**src/rtl/load_store_unit.sv**
```systemverilog
// RV32I load/store unit: one req/ack data-bus transaction per instruction,
// lane-aligned store data with byte enables, sign/zero-extended load results.
module load_store_unit #(
    parameter int XLEN = 32
) (
    input  logic            clk,
    input  logic            rst_n,
    input  logic            start,
    input  logic [XLEN-1:0] addr,
    input  logic [XLEN-1:0] wdata,
    input  logic [2:0]      funct3,
    input  logic            is_store,
    output logic            ready,
    output logic            done,
    output logic            fault,
    output logic [XLEN-1:0] rdata,
    output logic            mem_req,
    output logic            mem_we,
    output logic [XLEN-1:0] mem_addr,
    output logic [3:0]      mem_be,
    output logic [XLEN-1:0] mem_wdata,
    input  logic            mem_ack,
    input  logic [XLEN-1:0] mem_rdata
);

    typedef enum logic [1:0] {IDLE, BUS, FIN} state_t;

    state_t          state, state_nxt;
    logic            accept, legal, aligned;
    logic [3:0]      be_nxt;
    logic [XLEN-1:0] wdata_nxt;

    logic            fault_q;
    logic [XLEN-1:0] rdata_q;
    logic            we_q;
    logic [XLEN-1:0] addr_q, wdata_q;
    logic [3:0]      be_q;
    logic [2:0]      f3_q;
    logic [1:0]      k_q;

    function automatic logic [XLEN-1:0] extend_load(
        input logic [2:0]      f3,
        input logic [1:0]      k,
        input logic [XLEN-1:0] word
    );
        logic signed [7:0]      b;
        logic signed [15:0]     h;
        logic signed [XLEN-1:0] ext;
        b = word[{k, 3'b000} +: 8];
        h = word[{k[1], 4'b0000} +: 16];
        case (f3)
            3'b000:  ext = b;
            3'b001:  ext = h;
            3'b100:  ext = {{(XLEN-8){1'b0}}, b};
            3'b101:  ext = {{(XLEN-16){1'b0}}, h};
            default: ext = word;
        endcase
        return ext;
    endfunction

    // Decode of the incoming request: legality, alignment, lanes
    always_comb begin
        if (is_store) begin
            legal = (funct3[2] == 1'b0) && (funct3[1:0] != 2'b11);
        end else begin
            legal = (funct3[1:0] != 2'b11) && (funct3 != 3'b110);
        end
        case (funct3[1:0])
            2'b00:   aligned = 1'b1;
            2'b01:   aligned = ~addr[0];
            2'b10:   aligned = (addr[1:0] == 2'b00);
            default: aligned = 1'b0;
        endcase
        case (funct3[1:0])
            2'b00:   be_nxt = 4'b0001 << addr[1:0];
            2'b01:   be_nxt = addr[1] ? 4'b1100 : 4'b0011;
            default: be_nxt = 4'b1111;
        endcase
        if (!is_store) begin
            wdata_nxt = '0;
        end else begin
            case (funct3[1:0])
                2'b00:   wdata_nxt = {4{wdata[7:0]}};
                2'b01:   wdata_nxt = {2{wdata[15:0]}};
                default: wdata_nxt = wdata;
            endcase
        end
    end

    assign accept = start && ready;

    always_ff @(posedge clk or negedge rst_n) begin
        if (!rst_n) begin
            state <= IDLE;
        end else begin
            state <= state_nxt;
        end
    end

    always_comb begin
        state_nxt = state;
        ready     = 1'b0;
        done      = 1'b0;
        mem_req   = 1'b0;
        case (state)
            IDLE, FIN: begin
                ready     = 1'b1;
                done      = (state == FIN);
                state_nxt = IDLE;
                if (start) begin
                    state_nxt = (legal && aligned) ? BUS : FIN;
                end
            end
            BUS: begin
                mem_req = 1'b1;
                if (mem_ack) begin
                    state_nxt = FIN;
                end
            end
            default: state_nxt = IDLE;
        endcase
    end

    // Status: fault flag for the pending completion and the held load result
    always_ff @(posedge clk or negedge rst_n) begin
        if (!rst_n) begin
            fault_q <= 1'b0;
            rdata_q <= '0;
        end else begin
            if (accept) begin
                fault_q <= !(legal && aligned);
            end
            if (state == BUS && mem_ack && !we_q) begin
                rdata_q <= extend_load(f3_q, k_q, mem_rdata);
            end
        end
    end

    // Operand latch; only observed while in BUS, so it needs no reset
    always_ff @(posedge clk) begin
        if (accept) begin
            we_q    <= is_store;
            addr_q  <= {addr[XLEN-1:2], 2'b00};
            be_q    <= be_nxt;
            wdata_q <= wdata_nxt;
            f3_q    <= funct3;
            k_q     <= addr[1:0];
        end
    end

    assign fault     = (state == FIN) && fault_q;
    assign rdata     = rdata_q;
    assign mem_we    = mem_req && we_q;
    assign mem_addr  = mem_req ? addr_q  : '0;
    assign mem_be    = mem_req ? be_q    : 4'b0000;
    assign mem_wdata = mem_req ? wdata_q : '0;

endmodule

```
**config.mk**
```make
export PLATFORM = sky130hd
export DESIGN_NAME = load_store_unit
export DESIGN_NICKNAME = d
export VERILOG_FILES = /design/src/rtl/load_store_unit.sv
export SDC_FILE = /design/constraint.sdc
export NUM_CORES = 1
export LEC_CHECK = 0
export ABC_AREA = 1
export BUFFER_PORTS_ARGS = -buffer_cell sky130_fd_sc_hd__buf_2
export CAP_MARGIN = 25
export CORE_MARGIN = 4
export CORE_UTILIZATION = 36
export CTS_BUF_LIST = sky130_fd_sc_hd__clkbuf_2 sky130_fd_sc_hd__clkbuf_4 sky130_fd_sc_hd__clkbuf_8
export CTS_CLUSTER_SIZE = 10
export DETAILED_ROUTE_END_ITERATION = 10
export PLACE_DENSITY_LB_ADDON = 0.15
export SLEW_MARGIN = 0
export SYNTH_ARGS = -nofsm -noshare
export SYNTH_HDL_FRONTEND = slang
export SYNTH_SLANG_ARGS = --single-unit
export TNS_END_PERCENT = 5
```
**constraint.sdc**
```tcl
create_clock -name clk -period 4.1 [get_ports clk]
set_clock_uncertainty 0.1 [all_clocks]
set_input_delay 0.82 -clock clk [delete_from_list [all_inputs] [get_ports clk]]
set_output_delay 0.82 -clock clk [all_outputs]
set_load 0.02 [all_outputs]
```
==> metrics.log, run 1 <==
INFO  metric synth-warning-count = 0
INFO  metric numCtsBuffers = 9
INFO  metric critical_path_required = 3.18 ns
INFO  metric final-instance-count-excl-fill = 1,130
INFO  metric cts_max_level = 3
INFO  metric yosys_register_bits = between 100 and 150
INFO  metric initial_util = a little under two fifths
INFO  metric clock_tree_from_tritoncts = yes
INFO  metric finalHoldViolations = 0
INFO  metric layout.cells.most_common = nand2_1
INFO  metric antenna-diode-count = 0
INFO  metric fmax = 383.2 MHz
INFO  metric total_power = between 2 and 3 mW
INFO  metric globalplace.congestion = between 0.8 and 0.9
INFO  metric wl_per_cell = 13.82 microns
INFO  metric crit_type = flip-flop to output pin
INFO  metric crit_path_end_kind = output pin
INFO  metric detail-route-antenna-nets = 0
INFO  metric r2r-end = rdata[16]
INFO  metric multiInputGateArea = between 1500 and 2000 sq um
INFO  metric design.final.nets = just over 1,000
INFO  metric ctsHoldBuffers = 0
INFO  metric setup.worst_path.start_class = flip-flop
INFO  metric detailedRoute.firstPassIterationCount = 5
INFO  metric worst_pin_slew = around 0.82 ns
INFO  metric fp.dieW = about 130 microns
INFO  metric tritoncts_num_sinks = 107
INFO  metric die_height = ~130 microns
INFO  metric flow.area_growth_from_synthesis = 22.77%
INFO  metric route.final.wire_length = between 15 and 20 mm
INFO  metric place.detailed.instances = 1,114
INFO  metric grt_pass1_wl = 24.89 mm
INFO  metric hold_path_end = rdata[1]
INFO  metric grt_start_max_net_pins = between 50 and 60
INFO  metric cts_setup_buffers = 0
INFO  metric ff2ff_setup_slack = about 1.9 ns
INFO  metric port_buffers = 206
INFO  metric hold_start = rdata[1]
INFO  metric period_needed = between 2 and 3 ns
INFO  metric grt_antenna_before_repair = 0
INFO  metric first_global_vias = 4,922
INFO  metric synthesis.instances = ~730
INFO  metric grt_util_all_layers = between 10% and 20%
INFO  metric hold-path-cell-count = 2
INFO  metric drt-vias-per-instance = ~4.5
INFO  metric rows = 45
INFO  metric drc = 0
INFO  metric worstHoldPathType = flip-flop to flip-flop
INFO  metric dp_hpwl = 11.35 mm
INFO  metric detail_route.iter0.violations = ~290
INFO  metric design.die.area = about 18,000 sq um
INFO  metric finalSetupViolCount = 0
INFO  metric crit_path_max_fanout = between 50 and 60
INFO  metric design.portCount = between 200 and 250
INFO  metric yosysSeqAreaShare = about 53%
INFO  metric fin_setup_tns = 0 ns
INFO  metric synthesized_cell_area = 5683 sq um
INFO  metric final_cell_mix = nand2_1, buf_2, inv_1, nor2_1, edfxtp_1
INFO  metric fillerInstances = about 1,700
INFO  metric clk-insertion-delay-late = ~0.39 ns
INFO  metric run_status = finished clean
INFO  metric grt_setup_unrepaired = no
INFO  metric synth_cell_type_count = 27
INFO  metric power.static_leakage = approximately 4.0 nW
INFO  metric postSynthAreaPerCell = approximately 7.8 sq um
INFO  metric grt-ovfl-total = 0
INFO  metric vdd_drop_max = 179.5 uV
INFO  metric power_density = 422.2 nW/um^2
INFO  metric slew_viol_final = 0
INFO  metric worst_setup_hold_path_clk_slew = 0.11 ns
INFO  metric postCtsResizedCells = 0
INFO  metric final_layout_size_suffix_gt1_share = between 20 and 30%
INFO  metric core_area = 15,310 sq um
INFO  metric arrival = 1.69 ns
INFO  metric worst_slew_margin_rel = around 45%
INFO  metric cts-root-to-sink-buffers = 2
INFO  metric r2r.worst_path.cells = 8
INFO  metric vias_post_dr = 5,044
INFO  metric cts_root_buf = clkbuf_8
INFO  metric r2r_start = k_q[1]
INFO  metric final.period_utilization = 63.64%
INFO  metric fin_ws = about 1.5 ns
INFO  metric worst_setup_slack_before_clock_tree_synthesis = 1.621 ns
INFO  metric area.sequential = a little over 3000 sq um
INFO  metric maxCapViolCount = 0
sequential cells by signal, summed over array words and instances, names as in the netlist:
| register | cells |
|---|---|
| fault_q | 1 |
| f3_q | 3 |
| we_q | 1 |
| addr_q | 30 |
| state | 2 |
| k_q | 2 |
| rdata | 32 |
| wdata_q | 32 |
| be_q | 4 |
metal layers:
| metal | global-route usage (%) | wire length (microns) | up-vias |
|---|---|---|---|
| li1 | - | - | 2564 |
| met1 | 22.41 | 6721 | 2293 |
| met2 | 29.15 | 7554 | 164 |
| met3 | 4.003 | 998 | 23 |
| met4 | 6.571 | 337 | 0 |
| met5 | 0 | 0 | - |
cell usage after synthesis:
master    number  area [sq um]
a21oi_1       32         160.2
buf_1          3         11.26
buf_2         13         65.06
buf_4          5         37.54
buf_6          8         90.09
clkbuf_1       7         26.28
conb_1         1         3.750
dfrtp_1       35         875.8
edfxtp_1      72          2162
inv_1        145         544.3
inv_2          4         15.01
inv_4          1         6.260
nand2_1      212         795.8
nand2_2        4         25.02
nand3_1       55         275.3
nand3_2        1         10.01
nand3_4        1         17.52
nand4_1        1         6.260
nor2_1        99         371.6
nor2_2         2         12.51
nor2_4         1         11.26
nor3_1         2         10.01
o21ai_0        7         35.03
o21ai_2        1         8.760
o22ai_1        1         6.260
or2_1         10         62.56
or2_2          6         37.54
cell families (layout without fill, tap and decap cells):
kind of cell	count (synthesis)	after routing	share of synthesized area [%]
flops	107	107	53.46
buf+inv	186	375	14.00
compound gates	41	41	3.699
other cells	1	2	0.06599
simple gates	394	394	28.78
stage by stage:
step	hold WS [ns]	util, %	cell area [sq um]
floorplan	0.4041	-	5687
global placement	0.3577	44.26	6779
detailed placement	0.3598	44.40	6799
CTS	0.3910	45.56	6977
global route	0.4054	45.56	6977
finish	0.3868	45.56	6977
power by group:
group          internal (mW)  leakage, nW  switching [mW]
Combinational          0.303         2.82           0.571
Sequential              1.36         1.13          0.0883
Clock                  0.225       0.0833           0.399
critical path: stages, from the launching register on:
cell and delay [ns]:
dfrtp_1 0.42, nor2_4 0.19, inv_2 0.14, buf_12 0.20
nor2_1 0.13, buf_2 0.18
how the worst max path moves through the flow:
| stage | depth (start not counted) | from | slack (ns) | end |
|---|---|---|---|---|
| 5_1_grt | 6 | state[0] | 1.37 | mem_wdata[13] |
| 3_3_place_gp | 5 | state[0] | 1.50 | mem_addr[19] |
| 2_1_floorplan | 2 | start | 1.26 | addr_q[10] |
| 6_report | 5 | state[1] | 1.49 | mem_wdata[13] |
| 3_5_place_dp | 7 | funct3[1] | 1.62 | fault_q |
| 4_1_cts | 5 | state[1] | 1.47 | mem_wdata[13] |
area by class of cell:
class	instances	area share, %
Inverter	150	8.106
Timing Repair Buffer	209	15.46
Tap cell	211	3.784
Clock buffer	9	1.775
Multi-Input combinational cell	437	26.56
Clock inverter	7	0.7712
Sequential cell	107	43.54
No activity file was read; power rests on OpenSTA's default activity.
==> run 2: changes to the inputs <==
clock period = 2.2 ns   (was 4.1 ns; I/O delays follow)
==> run 2 against run 1 <==
Effect of this change: non-clock buffer count increased by 13; sequential cell count unchanged; sequential share of layout area decreased by 0.93 points; setup slack got worse by 1.4 ns; first-iteration DRC count increased by 32%; sequential power increased by 86%; cell count increased by 1.2%; power increased by 96%; global-route usage increased by 0.38 points; cell area increased by 2.2%; via count increased by 0.73%; largest power group unchanged.
==> metrics.log, run 2 (same netlist as run 1, synthesis figures left out) <==
INFO  metric run_status = finished clean (unchanged)
INFO  metric design.final.nets = 1,031 (was 1,018)
INFO  metric core_area = 15,310 sq um (unchanged)
INFO  metric grt_pass1_wl = 25.26 mm (was 24.89 mm)
INFO  metric slew_viol_final = 0 (unchanged)
INFO  metric initial_util = 37.11% (unchanged)
INFO  metric worst_pin_slew = 0.5191 ns (was 0.8234 ns)
INFO  metric layout.cells.most_common = nand2_1 (unchanged)
INFO  metric tritoncts_num_sinks = 107 (unchanged)
INFO  metric cts_root_buf = clkbuf_8 (unchanged)
INFO  metric path_cells = inv_2, nor2_4, inv_2, buf_6, nor2_1, buf_2 (was nor2_4, inv_2, buf_12, nor2_1, buf_2)
INFO  metric clk-insertion-delay-late = 0.38 ns (was 0.39 ns)
INFO  metric finalSetupViolCount = 0 (unchanged)
INFO  metric arrival = 1.55 ns (was 1.69 ns)
INFO  metric cts_max_level = 3 (unchanged)
INFO  metric cp_common_cell = inv_2
INFO  metric fin_setup_tns = 0 ns (unchanged)
INFO  metric vias_post_dr = 5,081 (was 5,044)
INFO  metric power_density = 808.4 nW/um^2 (was 422.2 nW/um^2)
INFO  metric grt_start_max_net_pins = 60 (was 58)
INFO  metric total_power = 5.763 mW (was 2.946 mW)
INFO  metric grt_antenna_before_repair = 0 (unchanged)
INFO  metric design.portCount = 209 (unchanged)
INFO  metric design.die.area = 17,860 sq um (unchanged)
INFO  metric final_layout_size_suffix_gt1_share = 27.90% (was 26.88%)
INFO  metric detail-route-antenna-nets = 0 (unchanged)
INFO  metric worst_path_largest_cell_delay = 0.40 ns (was 0.42 ns)
INFO  metric clock_tree_from_tritoncts = yes (unchanged)
INFO  metric globalplace.congestion = 0.8370 (was 0.8445)
INFO  metric crit_path_max_fanout = 27 (was 57)
INFO  metric first_global_vias = 4,899 (was 4,922)
INFO  metric drc = 0 (unchanged)
INFO  metric flow.area_growth_from_synthesis = 25.45% (was 22.77%)
INFO  metric port_buffers = 206 (unchanged)
INFO  metric worstHoldPathType = primary input to flip-flop (was flip-flop to flip-flop)
INFO  metric wl_per_cell = 13.99 microns (was 13.82 microns)
INFO  metric fillerInstances = 1,640 (was 1,650)
INFO  metric crit_path_end_kind = output pin (unchanged)
INFO  metric grt_util_all_layers = 17.93% (was 17.55%)
INFO  metric numCtsBuffers = 9 (unchanged)
INFO  metric worst_slew_margin_rel = 65.36% (was 45.10%)
INFO  metric drt-vias-per-instance = 4.445 (was 4.464)
INFO  metric maxCapViolCount = 0 (unchanged)
INFO  metric die_height = 133.6 microns (unchanged)
INFO  metric detailedRoute.firstPassIterationCount = 4 (was 5)
INFO  metric fp.dieW = 133.6 microns (unchanged)
INFO  metric dp_hpwl = 11.90 mm (was 11.35 mm)
INFO  metric grt-ovfl-total = 0 (unchanged)
INFO  metric antenna-diode-count = 0 (unchanged)
INFO  metric power.static_leakage = 4.112 nW (was 4.030 nW)
INFO  metric cts-root-to-sink-buffers = 2 (unchanged)
INFO  metric vdd_drop_max = 372.8 uV (was 179.5 uV)
INFO  metric crit_type = flip-flop to output pin (unchanged)
INFO  metric rows = 45 (unchanged)
INFO  metric final_cell_mix = nand2_1, buf_2, inv_1, nor2_1, edfxtp_1 (unchanged)
INFO  metric grt_setup_unrepaired = no (unchanged)
INFO  metric final.period_utilization = between 90% and 100%
INFO  metric critical_path_required = 1.66 ns (was 3.18 ns)
INFO  metric worst_setup_hold_path_clk_slew = 0.11 ns (about the same)
INFO  metric detail_route.iter0.violations = 380 (was 287)
INFO  metric finalHoldViolations = 0 (unchanged)
INFO  metric setup.worst_path.start_class = flip-flop (unchanged)
INFO  metric route.final.wire_length = 15.99 mm (was 15.61 mm)
INFO  metric cpMaxStageDelayCell = dfrtp_1 (unchanged)
INFO  metric fmax = roughly 480 MHz
INFO  metric period_needed = ~2.1 ns
==> run 2: final timing paths <==
check	end	slack (ns)	from	depth (start not counted)
setup / recovery	mem_wdata[28]	0.11	state[0]	6
hold / removal	addr_q[8]	0.12	addr[8]	1
setup reg to reg	rdata[29]	0.35	state[0]	9
hold reg to reg	rdata[4]	0.38	rdata[4]	2
max in group asynchronous	rdata[8]	1.04	rst_n	3
min in group asynchronous	rdata[12]	0.44	rst_n	2
==> run 2: layer usage <==
metal	wire [microns]	vias up	track usage (%)
met5	0	-	0
met4	302	0	6.229
met3	1015	18	3.285
met2	7893	167	30.08
met1	6777	2304	23.34
li1	-	2592	-
==> run 2: timing repair <==
item,CTS,global route
buffers inserted,1,0
hold buffers,1,0
gates resized for setup,2,1
pin swaps,1,0
endpoints found under the hold margin,17,0
setup endpoints to repair,11,2
==> run 2: final cells by class <==
cell class / count / area (sq um) / area share (%)
clock inverters: 7 / 105.1 / 1.474
flip-flops and latches: 107 / 3038 / 42.61
inverters: 150 / 569.3 / 7.985
clock buffers: 9 / 123.9 / 1.737
multi-input cells: 437 / 1856 / 26.03
well taps: 211 / 264.0 / 3.703
repair buffers: 222 / 1174 / 16.46
==> run 2: critical path: cells and delay by family (launching register included) <==
family                 cells  cell delay [ns]
buffers and inverters      4             0.50
flip-flops                 1             0.40
AND/OR/NAND/NOR            2             0.26
==> run 2: metrics by stage <==
stage / util [%] / instance area (sq um) / setup slack [ns] / cells / hold WS (ns)
after CTS: 46.53 / 7126 / 0.07075 / 1143 / 0.08914
after detailed placement: 44.88 / 6873 / 0.3003 / 1125 / 0.3240
after floorplan: - / 5690 / 0.07262 / 730 / 0.04441
final: 46.55 / 7129 / 0.1086 / 1143 / 0.1209
after global routing: 46.55 / 7129 / 0.005457 / 1143 / 0.08760
after global placement: 44.88 / 6873 / 0.3204 / 1125 / 0.3217
==> run 2: where the power goes <==
part	switching, mW	total, mW	internal [mW]	leakage, nW
clock network	0.748	1.41	0.660	0.112
registers	0.161	2.69	2.53	1.13
logic	1.08	1.66	0.583	2.87
total	1.99	5.76	3.78	4.11
